[src/rtl/lgn_pkg.sv]
// rtl/lgn_pkg.sv - shared constants, segment patterns and loader state type for the lgn frame loader
package lgn_pkg;

    localparam int INPUTS      = 784;
    localparam int FRAME_BYTES = INPUTS / 8;

    // Segment patterns, bit order .7654321 (bit 6 = segment 7 ... bit 0 = segment 1).
    localparam logic [6:0] SEG_0 = 7'h3F;
    localparam logic [6:0] SEG_1 = 7'h06;
    localparam logic [6:0] SEG_2 = 7'h5B;
    localparam logic [6:0] SEG_3 = 7'h4F;
    localparam logic [6:0] SEG_4 = 7'h66;
    localparam logic [6:0] SEG_5 = 7'h6D;
    localparam logic [6:0] SEG_6 = 7'h7C;
    localparam logic [6:0] SEG_7 = 7'h07;
    localparam logic [6:0] SEG_8 = 7'h7F;
    localparam logic [6:0] SEG_9 = 7'h67;

    typedef enum logic [1:0] {
        LOAD,
        SETTLE,
        DONE
    } loader_state_t;

endpackage

[src/rtl/seven_segment_decode.sv]
// rtl/seven_segment_decode.sv - combinational seven-segment pattern to class index decoder
// Ports:
//   seg     in  7  segment pattern from lgn uo_out[6:0]
//   digit   out 4  class index 0..9, 4'hF for any unknown pattern
//   invalid out 1  pattern is not one of the ten digit encodings
module seven_segment_decode
    import lgn_pkg::*;
(
    input  logic [6:0] seg,
    output logic [3:0] digit,
    output logic       invalid
);

    always_comb begin
        digit   = 4'hF;
        invalid = 1'b0;
        case (seg)
            SEG_0:   digit = 4'd0;
            SEG_1:   digit = 4'd1;
            SEG_2:   digit = 4'd2;
            SEG_3:   digit = 4'd3;
            SEG_4:   digit = 4'd4;
            SEG_5:   digit = 4'd5;
            SEG_6:   digit = 4'd6;
            SEG_7:   digit = 4'd7;
            SEG_8:   digit = 4'd8;
            SEG_9:   digit = 4'd9;
            default: invalid = 1'b1;
        endcase
    end

endmodule

[src/rtl/lgn_frame_loader.sv]
// rtl/lgn_frame_loader.sv - replays a byte-stream image into lgn and returns the decoded class
// Ports:
//   clk, rst_n                       clock, asynchronous active-low reset
//   s_valid/s_ready/s_data/s_last    pixel byte stream in (first byte lands in lgn x[783:776])
//   lgn_write_enable, lgn_ui_in      shift pulses and data towards lgn
//   lgn_uo_out                       lgn output: [6:0] segments, [7] ~write_enable, [15:8] best value
//   result_valid/result_ready        result handshake
//   result_index/value/err           decoded class, value byte, capture-time error
//   frame_abort                      one-cycle pulse when a short frame is discarded
module lgn_frame_loader
    import lgn_pkg::*;
#(
    parameter int SETTLE_CYCLES = 2
) (
    input  logic        clk,
    input  logic        rst_n,
    input  logic        s_valid,
    output logic        s_ready,
    input  logic [7:0]  s_data,
    input  logic        s_last,
    output logic        lgn_write_enable,
    output logic [7:0]  lgn_ui_in,
    input  logic [15:0] lgn_uo_out,
    output logic        result_valid,
    input  logic        result_ready,
    output logic [3:0]  result_index,
    output logic [7:0]  result_value,
    output logic        result_err,
    output logic        frame_abort
);

    localparam int         SW       = $clog2(SETTLE_CYCLES + 1);
    localparam logic [6:0] LAST_IDX = 7'(FRAME_BYTES - 1);

    loader_state_t state, state_nxt;
    logic [6:0]    byte_cnt;
    logic [SW-1:0] settle_cnt;
    logic          missing_last;

    logic [3:0] dec_digit;
    logic       dec_invalid;

    logic accept, last_byte, settle_done, handshake;

    // Gated by rst_n so the port reads 0 while reset is held, not just after the first edge.
    assign s_ready     = rst_n && (state == LOAD);
    assign accept      = s_valid && s_ready;
    assign last_byte   = (byte_cnt == LAST_IDX);
    // Count 0 is the cycle of the final write pulse; capture happens once SETTLE_CYCLES idle cycles follow it.
    assign settle_done = (settle_cnt == SW'(SETTLE_CYCLES));
    assign handshake   = result_valid && result_ready;

    seven_segment_decode u_decode (
        .seg     (lgn_uo_out[6:0]),
        .digit   (dec_digit),
        .invalid (dec_invalid)
    );

    always_ff @(posedge clk or negedge rst_n) begin
        if (!rst_n) state <= LOAD;
        else        state <= state_nxt;
    end

    always_comb begin
        state_nxt = state;
        case (state)
            LOAD:    if (accept && last_byte) state_nxt = SETTLE;
            SETTLE:  if (settle_done)         state_nxt = DONE;
            DONE:    if (handshake)           state_nxt = LOAD;
            default: state_nxt = LOAD;
        endcase
    end

    always_ff @(posedge clk or negedge rst_n) begin
        if (!rst_n) begin
            byte_cnt         <= 7'd0;
            settle_cnt       <= '0;
            missing_last     <= 1'b0;
            lgn_write_enable <= 1'b0;
            lgn_ui_in        <= 8'd0;
            frame_abort      <= 1'b0;
            result_valid     <= 1'b0;
            result_index     <= 4'd0;
            result_value     <= 8'd0;
            result_err       <= 1'b0;
        end else begin
            lgn_write_enable <= accept;
            frame_abort      <= accept && s_last && !last_byte;

            if (accept) begin
                lgn_ui_in <= s_data;
                // The 98th byte always completes the frame, so s_last there is not an abort.
                if (last_byte || s_last) byte_cnt <= 7'd0;
                else                     byte_cnt <= byte_cnt + 7'd1;
            end

            if (handshake)                          missing_last <= 1'b0;
            else if (accept && last_byte && !s_last) missing_last <= 1'b1;

            if (state == SETTLE && !settle_done) settle_cnt <= settle_cnt + SW'(1);
            else                                 settle_cnt <= '0;

            if (state == SETTLE && settle_done) begin
                result_valid <= 1'b1;
                result_value <= lgn_uo_out[15:8];
                result_index <= dec_digit;
                result_err   <= missing_last || dec_invalid || !lgn_uo_out[7];
            end else if (handshake) begin
                result_valid <= 1'b0;
            end
        end
    end

endmodule

[config.mk]
export PLATFORM = sky130hd
export DESIGN_NAME = lgn_frame_loader
export DESIGN_NICKNAME = d
export VERILOG_FILES = /design/src/rtl/lgn_pkg.sv /design/src/rtl/seven_segment_decode.sv /design/src/rtl/lgn_frame_loader.sv
export SDC_FILE = /design/constraint.sdc
export NUM_CORES = 1
export LEC_CHECK = 0
export BUFFER_PORTS_ARGS = -buffer_cell sky130_fd_sc_hd__buf_4
export CORE_ASPECT_RATIO = 1.4
export CORE_UTILIZATION = 41
export DETAILED_ROUTE_END_ITERATION = 6
export PLACE_DENSITY = 0.66
export SLEW_MARGIN = 30
export SYNTH_ARGS = -nofsm -noshare
export SYNTH_HDL_FRONTEND = slang
export SYNTH_SLANG_ARGS = --single-unit
[constraint.sdc]
create_clock -name clk -period 1.99 [get_ports clk]
set_input_delay 0.0995 -clock clk [delete_from_list [all_inputs] [get_ports clk]]
set_output_delay 0.0995 -clock clk [all_outputs]
set_load 0.005 [all_outputs]
==> flow_summary.ini, run 1 <==
[run_status]
status = finished with violations
violations = design-rule violations

[placed_design]
gp_congestion = 0.806
dp.cells = 267
placed_area_um2 = 2200
port_buffers = 53
pre_cts_ws_ps = 370
dpl.hpwl_mm = 2.66

[yosys]
syn_inst = 177
ys_dominant_reg_cell = dfrtp_1
ys_async_sr_fraction_pct = 100
ys_warn_count = 0
synth-seq-cells = 36
syn_avg_cell_area_um2 = 10.1
syn_nets = 209
synth_cell_types = 40
synth-edff-count = 0
netlist_area_um2 = 1790
seq_area_frac_synth_pct = 50.4

[setup_path]
cp.required_ps = 1890
worstPathCellList = dlygate4sd3_1 > buf_4 > buf_4 > nor3b_1 > buf_4
cp.arrival_ps = 1550
critPathSlowestCell = dlygate4sd3_1
path_class = input pin to output pin
cpMostUsedCell = buf_4
crit_path_end_kind = output pin
cpPeakStageDelay_ps = 530
cp-start-kind = input pin
path_max_fanout = 37
r2r-start = state[1]
critPathLaunch = rst_n

[floorplanning]
fp.dieH_um = 80.1
die_area_um2 = 4630
core_area_um2 = 4200
placementRows = 28
io_pins = 54
start_util_pct = 42.5
fp.dieW_um = 57.8

[global_route]
use_met3_pct = 4.03
grt_pass1_wl_mm = 6.11
grt_usage_pct = 17.2
busiest_layer = met2
grt_util_met2_pct = 29.0
grt_pass1_vias = 1414
antenna_found_initial = 0
grt_max_degree = 38
gr-usage-met1_pct = 20.3
overflow = 0

[finish]
final_cells = 283
nets = 269
stdcell_area_um2 = 2360
fin_util_pct = 56.2
register_area_um2 = 901
drive_gt1_share_pct = 32.8
multi_input_area_um2 = 783
num_antenna_cells = 0
n_fill_cell = 386
area_growth_syn_to_layout_pct = 32.2

[sta]
fin_skew_ps = 11.1
fin_ws_ps = 345
finalMaxSlewViolations = 0
period_needed_ps = 1640
setup_viol = 0
rsz0062_at_grt = false
hold_viol = 0
relSlewSlack_pct = 71.6
fin_setup_tns_ps = 0
fmax_mhz = 608
fin_hold_ws_ps = 8.46
period_share_pct = 82.7
worst_pin_slew_ps = 416

[min_path]
hp-class = input pin to register
hold_start = s_data[3]

[clocking]
numCtsBuffers = 5
cts.sinks = 36
cts_resized = 0
clk_pin_slew_worst_paths_ps = 70
cts-htree-levels = 2
cts_tree = done
cts_root_buffer = clkbuf_8
postCtsSetupBuffers = 0
insertion_delay_ps = 280
clock_path_buffers = 2

[route]
drc = 3
drt-total-wl_mm = 3.68
ant_nets = 0
via_per_inst = 5.17
vias = 1463
wl_per_cell_um = 13.0
drtIter0Drc = 84
drtPass1Iterations = 6

[pwr]
ir_drop_uv = 499
p_leak_nw = 1.13
p_total_mw = 1.55
powerDensity_nw_per_um2 = 655

[run]
drv_cap = 0
==> report_power, final <==
part / leakage, nW / switching (mW) / internal [mW]
logic: 0.646 / 0.109 / 0.136
clock network: 0.0424 / 0.249 / 0.250
registers: 0.442 / 0.0273 / 0.775
total: 1.13 / 0.386 / 1.16
==> cell type report <==
cell class | count | area share (%)
clock buffer | 7 | 3.23
clock inverter | 1 | 0.371
inverter | 8 | 1.27
multi-input combinational | 121 | 33.1
sequential | 36 | 38.1
tap | 45 | 2.38
timing repair buffer | 65 | 21.5
==> sequential cells by signal, summed over array words and instances (netlist names) <==
name              cells
byte_cnt              7
result_valid          1
result_index          4
settle_cnt            2
lgn_ui_in             8
state                 2
frame_abort           1
result_value          8
result_err            1
missing_last          1
lgn_write_enable      1
==> path summary, 6_finish.rpt <==
kind,depth (start not counted),slack [ps],end
worst max-delay path,5,350,s_ready
worst min register to register,1,420,settle_cnt[0]
worst max register to register,4,370,byte_cnt[4]
max in group asynchronous,3,1260,settle_cnt[0]
min in group asynchronous,3,400,lgn_ui_in[0]
worst min-delay path,3,8,lgn_ui_in[3]
==> cells in the mapped netlist, types with 3 or more instances <==
cell | number | area share (%)
a21oi_1 | 4 | 1.1
and3_1 | 3 | 1.0
buf_2 | 5 | 1.4
buf_6 | 3 | 1.9
clkbuf_1 | 4 | 0.84
dfrtp_1 | 36 | 50
ha_1 | 3 | 2.1
inv_1 | 8 | 1.7
mux2_2 | 9 | 5.7
nand2_1 | 38 | 8.0
nand2b_1 | 3 | 1.0
nand3_1 | 3 | 0.84
nand3b_1 | 3 | 1.3
nand4_1 | 4 | 1.4
nor2_1 | 7 | 1.5
nor4b_1 | 3 | 1.5
o21ai_0 | 5 | 1.4
o22ai_1 | 3 | 1.0
xnor2_1 | 3 | 1.5
xor2_1 | 4 | 2.0
==> cells in the final DEF (no fill, tap or decap), drive strengths merged <==
cell type | netlist | routed
a2111oi | 1 | 1
a211o | 1 | 1
a211oi | 1 | 1
a21oi | 4 | 4
a31o | 1 | 1
a32oi | 1 | 1
and3 | 3 | 3
buf | 8 | 57
clkbuf | 4 | 7
clkinv | 0 | 1
dfrtp | 36 | 36
dlygate4sd3 | 0 | 8
ha | 3 | 3
inv | 8 | 8
mux2 | 9 | 9
nand2 | 38 | 38
nand2b | 3 | 3
nand3 | 3 | 3
nand3b | 3 | 3
nand4 | 4 | 4
nand4bb | 2 | 2
nor2 | 7 | 7
nor2b | 4 | 4
nor3 | 1 | 1
nor3b | 2 | 2
nor4 | 2 | 2
nor4b | 3 | 3
o211ai | 1 | 1
o21a | 1 | 1
o21ai | 8 | 8
o22ai | 3 | 3
o31ai | 1 | 1
or3 | 1 | 1
or3b | 1 | 1
or4 | 1 | 1
or4bb | 1 | 1
xnor2 | 3 | 3
xor2 | 4 | 4
==> per-layer routing <==
layer	part of all wire, %	up-vias	wire, µm
met4	1.9	0	70
met2	51	42	1870
met1	43	688	1560
met3	4.9	8	179
met5	0	-	0
li1	-	725	-
==> logic make-up after synthesis <==
family          after synthesis  synth area share, %
flops                        36                 50.4
simple gates                 79                 23.9
compound gates               23                 8.68
buf+inv                      20                 5.81
fa+ha+maj                     3                 2.10
mux                           9                 5.67
xor+xnor                      7                 3.43
==> repair_timing <==
item | CTS | global route
endpoints found under the hold margin | 43 | 0
setup endpoints to repair | 0 | 0
hold buffers | 8 | 0
==> critical path, delay by kind of cell <==
kind	cells	cell delay [ps]
buffers and inverters	4	1180
AND/OR/NAND/NOR	1	270
(Power assumes the default switching activity.)
==> run 2, diff against run 1 <==
--- a/config.mk
+++ b/config.mk
@@ -9,7 +9,7 @@
 export CORE_ASPECT_RATIO = 1.4
 export CORE_UTILIZATION = 41
 export DETAILED_ROUTE_END_ITERATION = 6
-export PLACE_DENSITY = 0.66
+export PLACE_DENSITY = 0.69
 export SLEW_MARGIN = 30
 export SYNTH_ARGS = -nofsm -noshare
 export SYNTH_HDL_FRONTEND = slang
==> constraint.sdc (replaced) <==
create_clock -name clk -period 1.33 [get_ports clk]
set_input_delay 0.0665 -clock clk [delete_from_list [all_inputs] [get_ports clk]]
set_output_delay 0.0665 -clock clk [all_outputs]
set_load 0.005 [all_outputs]
==> run 2 against run 1 <==
  * The run ends with design-rule violations, negative setup slack left
  * Combinational power is 84% higher
  * Highest routed layer unchanged
  * Largest cell class is now multi-input gates
  * Design area is 15% higher
  * First-iteration DRC count is 27% lower
  * Critical path depth is 1 higher
  * Sequential power is 51% higher
  * Die area stayed put
  * Count of clock-buffer cells in the layout is 2 lower
==> flow_summary.ini, run 2 (synthesized netlist as in run 1, its figures left out) <==
[run_status]
status = finished with violations
violations = design-rule violations, negative setup slack

[global_route]
grt_pass1_wl_mm = 6.65
overflow = 0
grt_max_degree = 37
grt_usage_pct = 18.6
grt_pass1_vias = 1543
antenna_found_initial = 0

[placed_design]
pre_cts_ws_ps = -82.6
dpl.hpwl_mm = 2.80
gp_congestion = 0.872
port_buffers = 53
placed_area_um2 = 2330

[finish]
area_growth_syn_to_layout_pct = 52.4
num_antenna_cells = 0
layout_commonest_cell = buf_4
final_cell_mix = buf_4, nand2_1, dfrtp_1, dlygate4sd3_1
n_fill_cell = 339
reg.largest.list = lgn_ui_in: 8 flops, result_value: 8 flops, byte_cnt: 7 flops
nets = 294
stdcell_area_um2 = 2730
drive_gt1_share_pct = 44.1

[floorplanning]
placementRows = 28
fp.dieW_um = 57.8
core_area_um2 = 4200
fp.dieH_um = 80.1
die_area_um2 = 4630
start_util_pct = 42.5
io_pins = 54

[setup_path]
path_max_fanout = 8
cpPeakStageDelay_ps = 350
cp.arrival_ps = 1600
path_class = register to register
crit_path_end_kind = register
cp-start-kind = register
critPathSlowestCell = dfrtp_1
critPathLaunch = settle_cnt[0]
cp.required_ps = 1510
r2r-start = settle_cnt[0]
r2r-end = result_value[7]
worstPathCellList = inv_1 > ha_1 > nand3b_1 > buf_4 > buf_8 > mux2_2
crit_end = result_value[7]
reg2regPathDepth = 6
r2r_setup_slack_ps = -90

[sta]
worst_pin_slew_ps = 454
period_share_pct = 107
hold_viol = 0
relSlewSlack_pct = 69.8
fin_ws_ps = -88.9
fin_skew_ps = 4.20
fin_setup_tns_ps = -815
setup_viol = 13
fmax_mhz = 705
finalMaxSlewViolations = 0
rsz0062_at_grt = true
period_needed_ps = 1420

[clocking]
cts_root_buffer = clkbuf_8
cts_tree = done
clk_pin_slew_worst_paths_ps = 70
insertion_delay_ps = 290
numCtsBuffers = 5
cts.sinks = 36
clock_path_buffers = 2
cts-htree-levels = 2

[pwr]
p_total_mw = 2.43
p_leak_nw = 1.27
powerDensity_nw_per_um2 = 892
ir_drop_uv = 930

[route]
via_per_inst = 5.12
vias = 1577
drt-total-wl_mm = 4.14
ant_nets = 0
drtPass1Iterations = 6
drc = 4
drtIter0Drc = 61
wl_per_cell_um = 13.4

[min_path]
hp-class = input pin to register
hold_start = lgn_uo_out[10]

[run]
drv_cap = 0
## run 2: cell count changes in the layout (fill, tap and decap cells not counted), sizes merged
cell,previous run,this run
buf,57,74
clkbuf,7,5
clkinv,1,3
dlygate4sd3,8,16
## run 2: routing by layer
layer | global-route usage (%) | vias to the layer above | part of all wire, %
met3 | 5.15 | 5 | 4.1
met2 | 32.8 | 38 | 53
met1 | 21.6 | 759 | 41
met4 | 5.48 | 0 | 1.2
met5 | 0 | - | 0
li1 | - | 775 | -
## run 2: layout make-up
class                      count  area [µm²]  share of cell area, %
clock inverter                 3        18.8                  0.689
multi-input combinational    121         916                   33.6
timing repair buffer          90         734                   27.0
inverter                       8        30.0                   1.10
tap                           45        56.3                   2.07
clock buffer                   5        68.8                   2.53
sequential                    36         901                   33.1
## run 2: timing repair
action,4_1_cts,5_1_grt
gates resized for setup,4,25
hold endpoints to repair,50,1
endpoints found under the setup margin,22,27
hold buffers,15,1
setup buffers,0,2
cloned,0,0
pin swaps,6,9
## run 2: how the worst min path moves through the flow
stage | depth (start not counted) | slack, ps | endpoint
after floorplan | 0 | -230 | byte_cnt[0]
after global placement | 2 | 160 | missing_last
after detailed placement | 2 | 160 | missing_last
after CTS | 2 | 1 | result_value[1]
after global routing | 2 | 7 | result_value[2]
final | 2 | 8 | result_value[2]
## run 2: power breakdown
part           internal (mW)  switching (mW)
registers               1.16          0.0464
clock network          0.365           0.407
logic                  0.256           0.197
total                   1.78           0.650
## run 2: per-stage QoR
| stage | utilization (%) | std cells | hold slack [ps] |
|---|---|---|---|
| after global routing | 64.8 | 308 | 6.84 |
| after floorplan | - | 177 | -229 |
| final | 64.8 | 308 | 7.85 |
| after CTS | 61.5 | 305 | 1.23 |
| after global placement | 55.4 | 282 | 156 |
| after detailed placement | 55.4 | 282 | 162 |
## run 2: worst max-delay path: cells and delay by family, from the launching register on
family        cells  cell delay [ps]
mux               1              330
fa+ha+maj         1              190
simple gates      1              130
buf+inv           3              300
flops             1              350
